[src/rtl/brnch_next_pc_ctrl.sv]
// -----------------------------------------------------------------------------
// brnch_next_pc_ctrl
//
// IF-stage next-PC generator. Holds the fetch PC, a direct-mapped branch
// target buffer (BTB) and a small FIFO of predictions made in IF. When a
// branch resolves in ID, the oldest queued prediction is compared against the
// resolved outcome. On a mispredict, IF/ID is flushed and the PC is
// redirected. The low PC bits index the upstream 2-bit predictor.
//
// Ports:
//   clk                    clock, all state updates on rising edge
//   rst                    synchronous active-high reset
//   stall_if               hold PC and suppress queue push this cycle
//   brch_instr_detectd_IF  instruction at pc_if is a branch
//   prediction             predictor taken/not-taken for pc_if
//   brch_resolve_valid     branch resolved in ID this cycle
//   actual_brch_result     resolved taken
//   actual_brch_target     resolved taken target
//   pc_if                  current fetch PC (registered)
//   branch_addr_lw_5b      pc_if[6:2], predictor index
//   flush_if_id            kill IF/ID contents this cycle
//   q_full_stall           queue full while IF presents a branch
//   resolve_underflow      sticky: resolve seen with empty queue (registered)
// -----------------------------------------------------------------------------
module brnch_next_pc_ctrl #(
  parameter int          BTB_ENTRIES = 16,
  parameter int          QDEPTH      = 2,
  parameter logic [31:0] PC_RESET    = 32'h0000_0000
) (
  input  logic        clk,
  input  logic        rst,
  input  logic        stall_if,
  input  logic        brch_instr_detectd_IF,
  input  logic        prediction,
  input  logic        brch_resolve_valid,
  input  logic        actual_brch_result,
  input  logic [31:0] actual_brch_target,
  output logic [31:0] pc_if,
  output logic [4:0]  branch_addr_lw_5b,
  output logic        flush_if_id,
  output logic        q_full_stall,
  output logic        resolve_underflow
);

  localparam int IDX  = $clog2(BTB_ENTRIES);
  localparam int TAGW = 32 - IDX - 2;
  localparam int QW   = (QDEPTH > 1) ? $clog2(QDEPTH) : 1;

  localparam logic [QW:0]   CNT_ZERO = (QW+1)'(0);
  localparam logic [QW:0]   CNT_ONE  = (QW+1)'(1);
  localparam logic [QW:0]   CNT_FULL = (QW+1)'(QDEPTH);
  localparam logic [QW-1:0] PTR_ONE  = QW'(1);

  // State
  logic [31:0]            pc_r;
  logic                   underflow_r;
  logic [BTB_ENTRIES-1:0] btb_valid_r;
  logic [TAGW-1:0]        btb_tag_r [BTB_ENTRIES];
  logic [31:0]            btb_tgt_r [BTB_ENTRIES];
  logic [31:0]            q_pc_r    [QDEPTH];
  logic [31:0]            q_tgt_r   [QDEPTH];
  logic [QDEPTH-1:0]      q_pred_r;
  logic [QW-1:0]          rd_ptr_r;
  logic [QW-1:0]          wr_ptr_r;
  logic [QW:0]            count_r;

  // Combinational
  logic [IDX-1:0] rd_idx_s;
  logic [IDX-1:0] wr_idx_s;
  logic           btb_hit_s;
  logic [31:0]    btb_target_s;
  logic           pred_eff_s;
  logic           pop_s;
  logic           push_s;
  logic           q_full_s;
  logic           q_full_stall_s;
  logic           mispredict_s;
  logic           btb_wr_s;
  logic [31:0]    head_pc_s;
  logic [31:0]    head_tgt_s;
  logic           head_pred_s;
  logic [31:0]    pc_next_s;
  logic [QW:0]    count_next_s;

  // BTB lookup for the current fetch PC and index of the entry being retired
  always_comb begin
    rd_idx_s     = pc_if_idx(pc_r);
    btb_target_s = btb_tgt_r[rd_idx_s];
    btb_hit_s    = btb_valid_r[rd_idx_s] & (btb_tag_r[rd_idx_s] == pc_r[31:IDX+2]);
    head_pc_s    = q_pc_r[rd_ptr_r];
    head_tgt_s   = q_tgt_r[rd_ptr_r];
    head_pred_s  = q_pred_r[rd_ptr_r];
    wr_idx_s     = pc_if_idx(head_pc_s);
  end

  function automatic logic [IDX-1:0] pc_if_idx(input logic [31:0] pc);
    return pc[IDX+1:2];
  endfunction

  // Queue control, mispredict detection and next-PC selection
  always_comb begin
    pop_s          = brch_resolve_valid & (count_r != CNT_ZERO);
    q_full_s       = (count_r == CNT_FULL);
    q_full_stall_s = brch_instr_detectd_IF & q_full_s & ~pop_s;
    pred_eff_s     = brch_instr_detectd_IF & prediction & btb_hit_s;
    // A wrong direction, or right direction (taken) but wrong target
    mispredict_s   = pop_s & ((head_pred_s != actual_brch_result) |
                              (head_pred_s & actual_brch_result &
                               (head_tgt_s != actual_brch_target)));
    // A pop in the same cycle frees a slot, so a full queue may still accept
    push_s         = brch_instr_detectd_IF & ~stall_if & ~mispredict_s &
                     ~(q_full_s & ~pop_s);
    btb_wr_s       = pop_s & actual_brch_result;

    // Mispredict redirect wins over any stall
    if (mispredict_s) begin
      if (actual_brch_result) begin
        pc_next_s = actual_brch_target;
      end else begin
        pc_next_s = head_pc_s + 32'd4;
      end
    end else if (stall_if | q_full_stall_s) begin
      pc_next_s = pc_r;
    end else if (pred_eff_s) begin
      pc_next_s = btb_target_s;
    end else begin
      pc_next_s = pc_r + 32'd4;
    end

    case ({push_s, pop_s})
      2'b10:   count_next_s = count_r + CNT_ONE;
      2'b01:   count_next_s = count_r - CNT_ONE;
      default: count_next_s = count_r;
    endcase
  end

  // PC, queue pointers/count and the sticky underflow flag
  always_ff @(posedge clk) begin
    if (rst) begin
      pc_r        <= PC_RESET;
      rd_ptr_r    <= QW'(0);
      wr_ptr_r    <= QW'(0);
      count_r     <= CNT_ZERO;
      underflow_r <= 1'b0;
    end else begin
      pc_r <= pc_next_s;
      if (mispredict_s) begin
        // Every younger prediction was made on the wrong path
        count_r  <= CNT_ZERO;
        rd_ptr_r <= wr_ptr_r;
      end else begin
        count_r <= count_next_s;
        if (pop_s) begin
          rd_ptr_r <= rd_ptr_r + PTR_ONE;
        end
        if (push_s) begin
          wr_ptr_r <= wr_ptr_r + PTR_ONE;
        end
      end
      if (brch_resolve_valid & (count_r == CNT_ZERO)) begin
        underflow_r <= 1'b1;
      end
    end
  end

  // Queue payload storage; contents are only meaningful below count_r
  always_ff @(posedge clk) begin
    if (push_s) begin
      q_pc_r[wr_ptr_r]   <= pc_r;
      q_pred_r[wr_ptr_r] <= pred_eff_s;
      q_tgt_r[wr_ptr_r]  <= btb_target_s;
    end
  end

  // BTB valid bits; only taken resolutions allocate
  always_ff @(posedge clk) begin
    if (rst) begin
      btb_valid_r <= {BTB_ENTRIES{1'b0}};
    end else if (btb_wr_s) begin
      btb_valid_r[wr_idx_s] <= 1'b1;
    end
  end

  // BTB tag/target payload; same-cycle reads see the old contents
  always_ff @(posedge clk) begin
    if (btb_wr_s) begin
      btb_tag_r[wr_idx_s] <= head_pc_s[31:IDX+2];
      btb_tgt_r[wr_idx_s] <= actual_brch_target;
    end
  end

  assign pc_if             = pc_r;
  assign branch_addr_lw_5b = pc_r[6:2];
  assign flush_if_id       = mispredict_s;
  assign q_full_stall      = q_full_stall_s;
  assign resolve_underflow = underflow_r;

endmodule

[config.mk]
export PLATFORM = sky130hd
export DESIGN_NAME = brnch_next_pc_ctrl
export DESIGN_NICKNAME = d
export VERILOG_FILES = /design/src/rtl/brnch_next_pc_ctrl.sv
export SDC_FILE = /design/constraint.sdc
export NUM_CORES = 1
export LEC_CHECK = 0
export CORE_ASPECT_RATIO = 0.8
export CORE_MARGIN = 3
export CORE_UTILIZATION = 40
export CTS_CLUSTER_SIZE = 24
export DETAILED_ROUTE_END_ITERATION = 10
export GPL_TIMING_DRIVEN = 0
export HOLD_SLACK_MARGIN = 0.08
export PLACE_DENSITY = 0.65
export REMOVE_ABC_BUFFERS = 1
export SLEW_MARGIN = 20
export SYNTH_ARGS = -nofsm -noshare
export SYNTH_HDL_FRONTEND = slang
export SYNTH_SLANG_ARGS = --single-unit
[constraint.sdc]
create_clock -name clk -period 6.5 [get_ports clk]
set_input_delay 1.3 -clock clk [delete_from_list [all_inputs] [get_ports clk]]
set_output_delay 1.3 -clock clk [all_outputs]
set_load 0.02 [all_outputs]
After elaboration in Yosys (flattened, before gate mapping):

Memories as Yosys holds them, arrays and structs flattened. A register that Yosys moved wholly into a read port is not among the register bits.
Cells that the tools add are included.

* register bits after elaboration: 55
* memory bits (writable): 1056
* bits of input ports: 39
* memories: 4

* $add $sub $neg: 6
* magnitude comparators: 6
* equality and inequality tests: 7
* multiplexer cells: 28
* bitwise gates (word level): 22
* reductions and logical operators: 8

Memory list
* btb_tgt_r: words 16, bits a word 32, rd ports 1, clocked after Yosys merged registers in 1, write ports 1, line 59 `logic [31:0] btb_tgt_r [BTB_ENTRIES];`
* btb_tag_r: words 16, bits a word 26, rd ports 1, clocked after Yosys merged registers in 1, write ports 1, line 58 `logic [TAGW-1:0] btb_tag_r [BTB_ENTRIES];`
* q_pc_r: words 2, bits a word 32, rd ports 1, clocked after Yosys merged registers in 1, write ports 1, line 60 `logic [31:0] q_pc_r [QDEPTH];`
* q_tgt_r: words 2, bits a word 32, rd ports 1, clocked after Yosys merged registers in 1, write ports 1, line 61 `logic [31:0] q_tgt_r [QDEPTH];`

Operators by type and width (number)
* $mux W32: 4
* $add A32 B3 Y32 const B: 2
* $ne A32 B32 Y1: 1
* $eq A26 B26 Y1: 1
* $mux W4: 4
* $or A16 B16 Y16: 1
* $and A1 B1 Y1: 15
* $mux W1: 15
* $lt A4 B5 Y1 const B: 2
* $reduce_bool A2 Y1: 3
* $bmux W1 S4: 1
* $demux W1 S4: 1
* $eq A2 B2 Y1 const B: 2
* $ge A4 B1 Y1 const B: 1
* $lt A1 B2 Y1 const B: 2
* $not A1 Y1: 4
* $pmux W2 S2: 1
* $add A1 B1 Y1 const B: 2
* $add A2 B1 Y2 const B: 1
* $bwmux W2: 1
* $eq A2 B1 Y1 const B: 1
* $logic_and A1 B1 Y1: 2
* $logic_not A2 Y1: 1
* $ne A2 B2 Y1 const B: 1
* 7 further kinds: 8

Logic depth before layout (Yosys ltp):

* word-level depth: 11
* depth in mapped cells: 17
* depth with buffers taken out: 13

Worst setup path after synthesis:

No wires, ideal clock.

* path kind: input to register
* from: input port actual_brch_target[10]
* to: memory q_pc_r[0][0] (enable)
* library setup time: 0.489 ns
* arrival: 5.093 ns
* setup slack: 0.918 ns
* cell stages on the path: 8
* path buffers: 0
* cell sequence: xnor2_1 > nor4_1 > nand4_1 > o21ai_0 > nand2b_1 > a21oi_1 > o21ai_0 > nor2_1

* word-level cells in the longest chain between the ends: 9

RTL lines
* start, declared: line 37 `input logic [31:0] actual_brch_target,`
* $ne A32 B32 Y1: line 109 `(head_tgt_s != actual_brch_target)));`
* $and A1 B1 Y1: line 108 `(head_pred_s & actual_brch_result &`
* $or A1 B1 Y1: line 107 `mispredict_s = pop_s & ((head_pred_s != actual_brch_result) |`
* $and A1 B1 Y1: line 107
* $not A1 Y1 (no source line)
* $and A1 B1 Y1 (2 in series): line 111 `push_s = brch_instr_detectd_IF & ~stall_if & ~mispredict_s &`
* $mux W1: line 168 `if (push_s) begin`
* $mux W1 (not written as such): line 169 `q_pc_r[wr_ptr_r] <= pc_r;`
* end, declared: line 60

Every way passes these cells.

Worst setup path after layout:

* from: input port actual_brch_target[21]
* to: output port flush_if_id

* word-level cells in the longest chain between the ends: 4

RTL lines
* $ne A32 B32 Y1: line 109
* $and A1 B1 Y1: line 108
* $or A1 B1 Y1: line 107
* $and A1 B1 Y1: line 107
* end, declared: line 40 `output logic flush_if_id,`

Every way passes these cells.

==> flow_summary.toml <==
[routing]
detail_route.vias_per_cell = 5.954
post-route-drc-count = 0
drtIter0Drc = 3083
num_vias = 24323
ant_nets = 0
drt_first_pass_iters = 6
wl_mm = 117.6
wire_per_inst_um = 28.80

[global_route]
grt-ovfl-total = 0
met3_usage_pct = 5.370
grt_pass1_vias = 24169
grt.met2_usage_pct = 28.68
grt_max_degree = 66
grt.busiest_layer = "met1"
grt_usage_pct = 20.01
antenna_found_initial = 4
grt_pass1_wl_mm = 170.4
grt.met1_usage_pct = 30.34

[synth]
synth_cell_type_count = 80
synth_common_cells = "edfxtp_1, mux4_2, nor2_1"
synth-seq-cells = 1116
synth_compound_area_share_pct = 3.240
synth_top_family_by_area = "multiplexers"
synth_area_um2 = 45140
synth_top_area_share_pct = 70.38
yosys.area_share.simple_pct = 4.241
synth_top_flop_cell = "edfxtp_1"
postSynthAreaPerCell_um2 = 19.10
synth_area_leader_cell = "edfxtp_1"
async_reset_ff_share_pct = 0
yosys_warnings = 0
synth_xor_area_share_pct = 1.843
synth_area_leaders = "edfxtp_1, mux4_2, dfxtp_1"
ys_seq_area_share_pct = 72.95
synthMuxAreaShare_pct = 15.83
synth_edf_count = 1058
synth.most_common_cell = "edfxtp_1"
syn_inst = 2363
synthAdderAreaFrac_pct = 0.1940

[place]
placement.io_buffers = 78
dp.final_hpwl_mm = 76.64
placed_area_um2 = 49510
dpl.cell_count = 3895
gp_congestion = 0.8622

[critical_path]
cp.depth = 10
cp_max_fo = 36
worstSetupEndpointType = "output port"
start_kind = "input port"
crit_family = "buffers and inverters"
worstPathArrival_ps = 5080
critical_path_class = "in2out"
crit_buf_inv = 4
critPathSlowestCell = "clkdlybuf4s50_1"
cp_common_cell = "clkdlybuf4s50_1"
r2r_cells = 12
path_cells = "clkdlybuf4s50_1 -> xnor2_1 -> nor4_4 -> nand4_1 -> o21ai_0 -> nand2b_1 -> nand2_4 -> inv_2 -> buf_12 -> clkdlybuf4s50_1"
max_stage_delay_ps = 900
r2r_slack_ps = 350
required_ps = 5200
timing.rr.end = "pc_if[6]"

[power]
total_power_mw = 18.36
power_density_nw_per_um2 = 346.6
p_leak_nw = 16.40
ir_worst_vdd_uv = 352.2

[floorplanning]
die_x_um = 381.6
ioPinCount = 79
die-area_um2 = 116900
start_util_pct = 40.56
rows = 109
dieHeight_um = 306.5
coreArea_um2 = 111300

[cts]
path_clk_slew_ps = 60
cts_root_buffer = "clkbuf_16"
cts_buffers = 100
tritoncts = "done"
insertion_delay_ps = 690
holdBufCountCts = 0
clockBufferDepth = 3
htree_levels = 3
cts.sinks = 1116

[sta]
setup_violations = 0
hold_viol = 0
maxSlewHeadroom_pct = 25.66
finalCriticalPeriod_ps = 6379
fmax_mhz = 156.8
rsz0062_at_grt = "false"
fin_crit_sh_pct = 98.13
worstMarginPinSlew_ps = 1108
setup_tns_ps = 0
skew_ps = 35.25
drv_slew = 0

[status]
status = "finished, final reports clean"

[finish]
nNetsFinal = 2545
fillers = 9051
final_util_pct = 47.60
postLayoutCellArea_um2 = 52980
drive_gt1_share_pct = 22.09
layout.cells.non_filler = 4085
syn_to_final_growth_pct = 17.36

[hold_path]
hold_path_class = "reg2reg"
min_to = "btb_valid_r[14]"
holdPathStages = 2
min_from = "btb_valid_r[14]"

[job]
cap_violations = 0
-- power breakdown --
group / internal, mW / total [mW] / switching, mW
logic: 1.58 / 3.59 / 2.01
registers: 8.30 / 8.60 / 0.306
clock network: 3.55 / 6.17 / 2.61
-- metal layers --
layer  share of wire, %  vias up  routed length (um)
li1                   -     9916                   -
met1                 43    12858               50070
met2                 44     1329               51450
met3                 11      216               13330
met4                2.4        4                2767
met5              0.023        -                  27
-- final cells by class --
| type | count | area [um^2] | share of cell area (%) |
|---|---|---|---|
| Antenna cell | 2 | 5.005 | 0.009447 |
| Clock buffer | 130 | 2678 | 5.054 |
| Clock inverter | 58 | 719.4 | 1.358 |
| Inverter | 23 | 91.34 | 0.1724 |
| Multi-Input combinational cell | 1088 | 11630 | 21.96 |
| Sequential cell | 1116 | 32950 | 62.20 |
| Tap cell | 1498 | 1874 | 3.538 |
| Timing Repair Buffer | 170 | 3027 | 5.713 |
-- logic make-up (layout without fill, tap and decap cells) --
group                      after synthesis  count (layout)
adders and majority gates                7               7
other                                    0               2
xor gates and xnor gates                95              95
AOI/OAI and AO/OA                      208             208
and+or+nand+nor                        378             378
DFF                                   1116            1116
buffers and inverters                  159             381
muxes                                  400             400
-- worst register-to-register path: stages, from the launching register on --
cell and delay, ps:
dfxtp_4 820, buf_12 350, buf_16 300, clkinv_1 860, nor2_1 690, a221oi_1 250
xnor2_1 260, a31oi_1 160, nor4_2 470, nand4_4 640, and2_1 680, a2111oi_2 420
o21a_1 190
-- cell usage in the layout (no fill, tap or decap), types with 14 or more instances in the layout --
cell type        netlist  layout
clkinv_1               1      16
xnor2_1               79      79
nor2b_1               19      19
clkinv_2               0      15
bufinv_16              0      16
clkbuf_1              59      26
xor2_1                16      16
nor2_1               129     110
o22ai_1               20      20
mux4_2               228     228
dfxtp_1               58      53
buf_12                 2      37
a31oi_1               21      21
nand2_1               68      67
o21ai_0               24      23
mux2i_1              108     108
clkdlybuf4s50_1        0      61
mux2_2                49      49
a211oi_1              14      14
buf_16                 0      53
nor2_4                 1      21
mux4_1                14      14
clkbuf_16              0     102
edfxtp_1            1058    1058
nand3_1               34      34
inv_1                 21      20
nor3_1                29      29
a221oi_1              24      24
a21oi_1               47      47
-- registers in the layout (all words and copies together) (netlist names), named ones only --
signal and count:
pc_if 32, q_pred_r 2, btb_tgt_r 512, wr_ptr_r 1, q_tgt_r 64, btb_tag_r 416
q_pc_r 64, count_r 2, resolve_underflow 1, rd_ptr_r 1, btb_valid_r 16
-- stage by stage --
step                      hold slack, ps  setup WS, ps
final                              474.7         121.3
after global placement             444.1        -10560
after global routing               499.7         10.01
after detailed placement           459.2        -885.8
after floorplan                    434.8         -4291
after CTS                          473.3         21.24
-- worst max path at each step --
stage | from | to | slack, ps
6_report | actual_brch_target[21] | flush_if_id | 120
5_1_grt | actual_brch_target[0] | flush_if_id | 10
4_1_cts | actual_brch_target[7] | flush_if_id | 20
3_5_place_dp | actual_brch_target[22] | flush_if_id | -890
3_3_place_gp | flop | pc_if[22] | -10560
2_1_floorplan | flop | pc_if[29] | -4290
-- timing repair --
item | in CTS | in global routing
setup endpoints to repair | 1 | 6
gates cloned | 0 | 0
buffers inserted | 0 | 0
gates resized for setup | 6 | 18
Power figures use the tool's default switching activity.
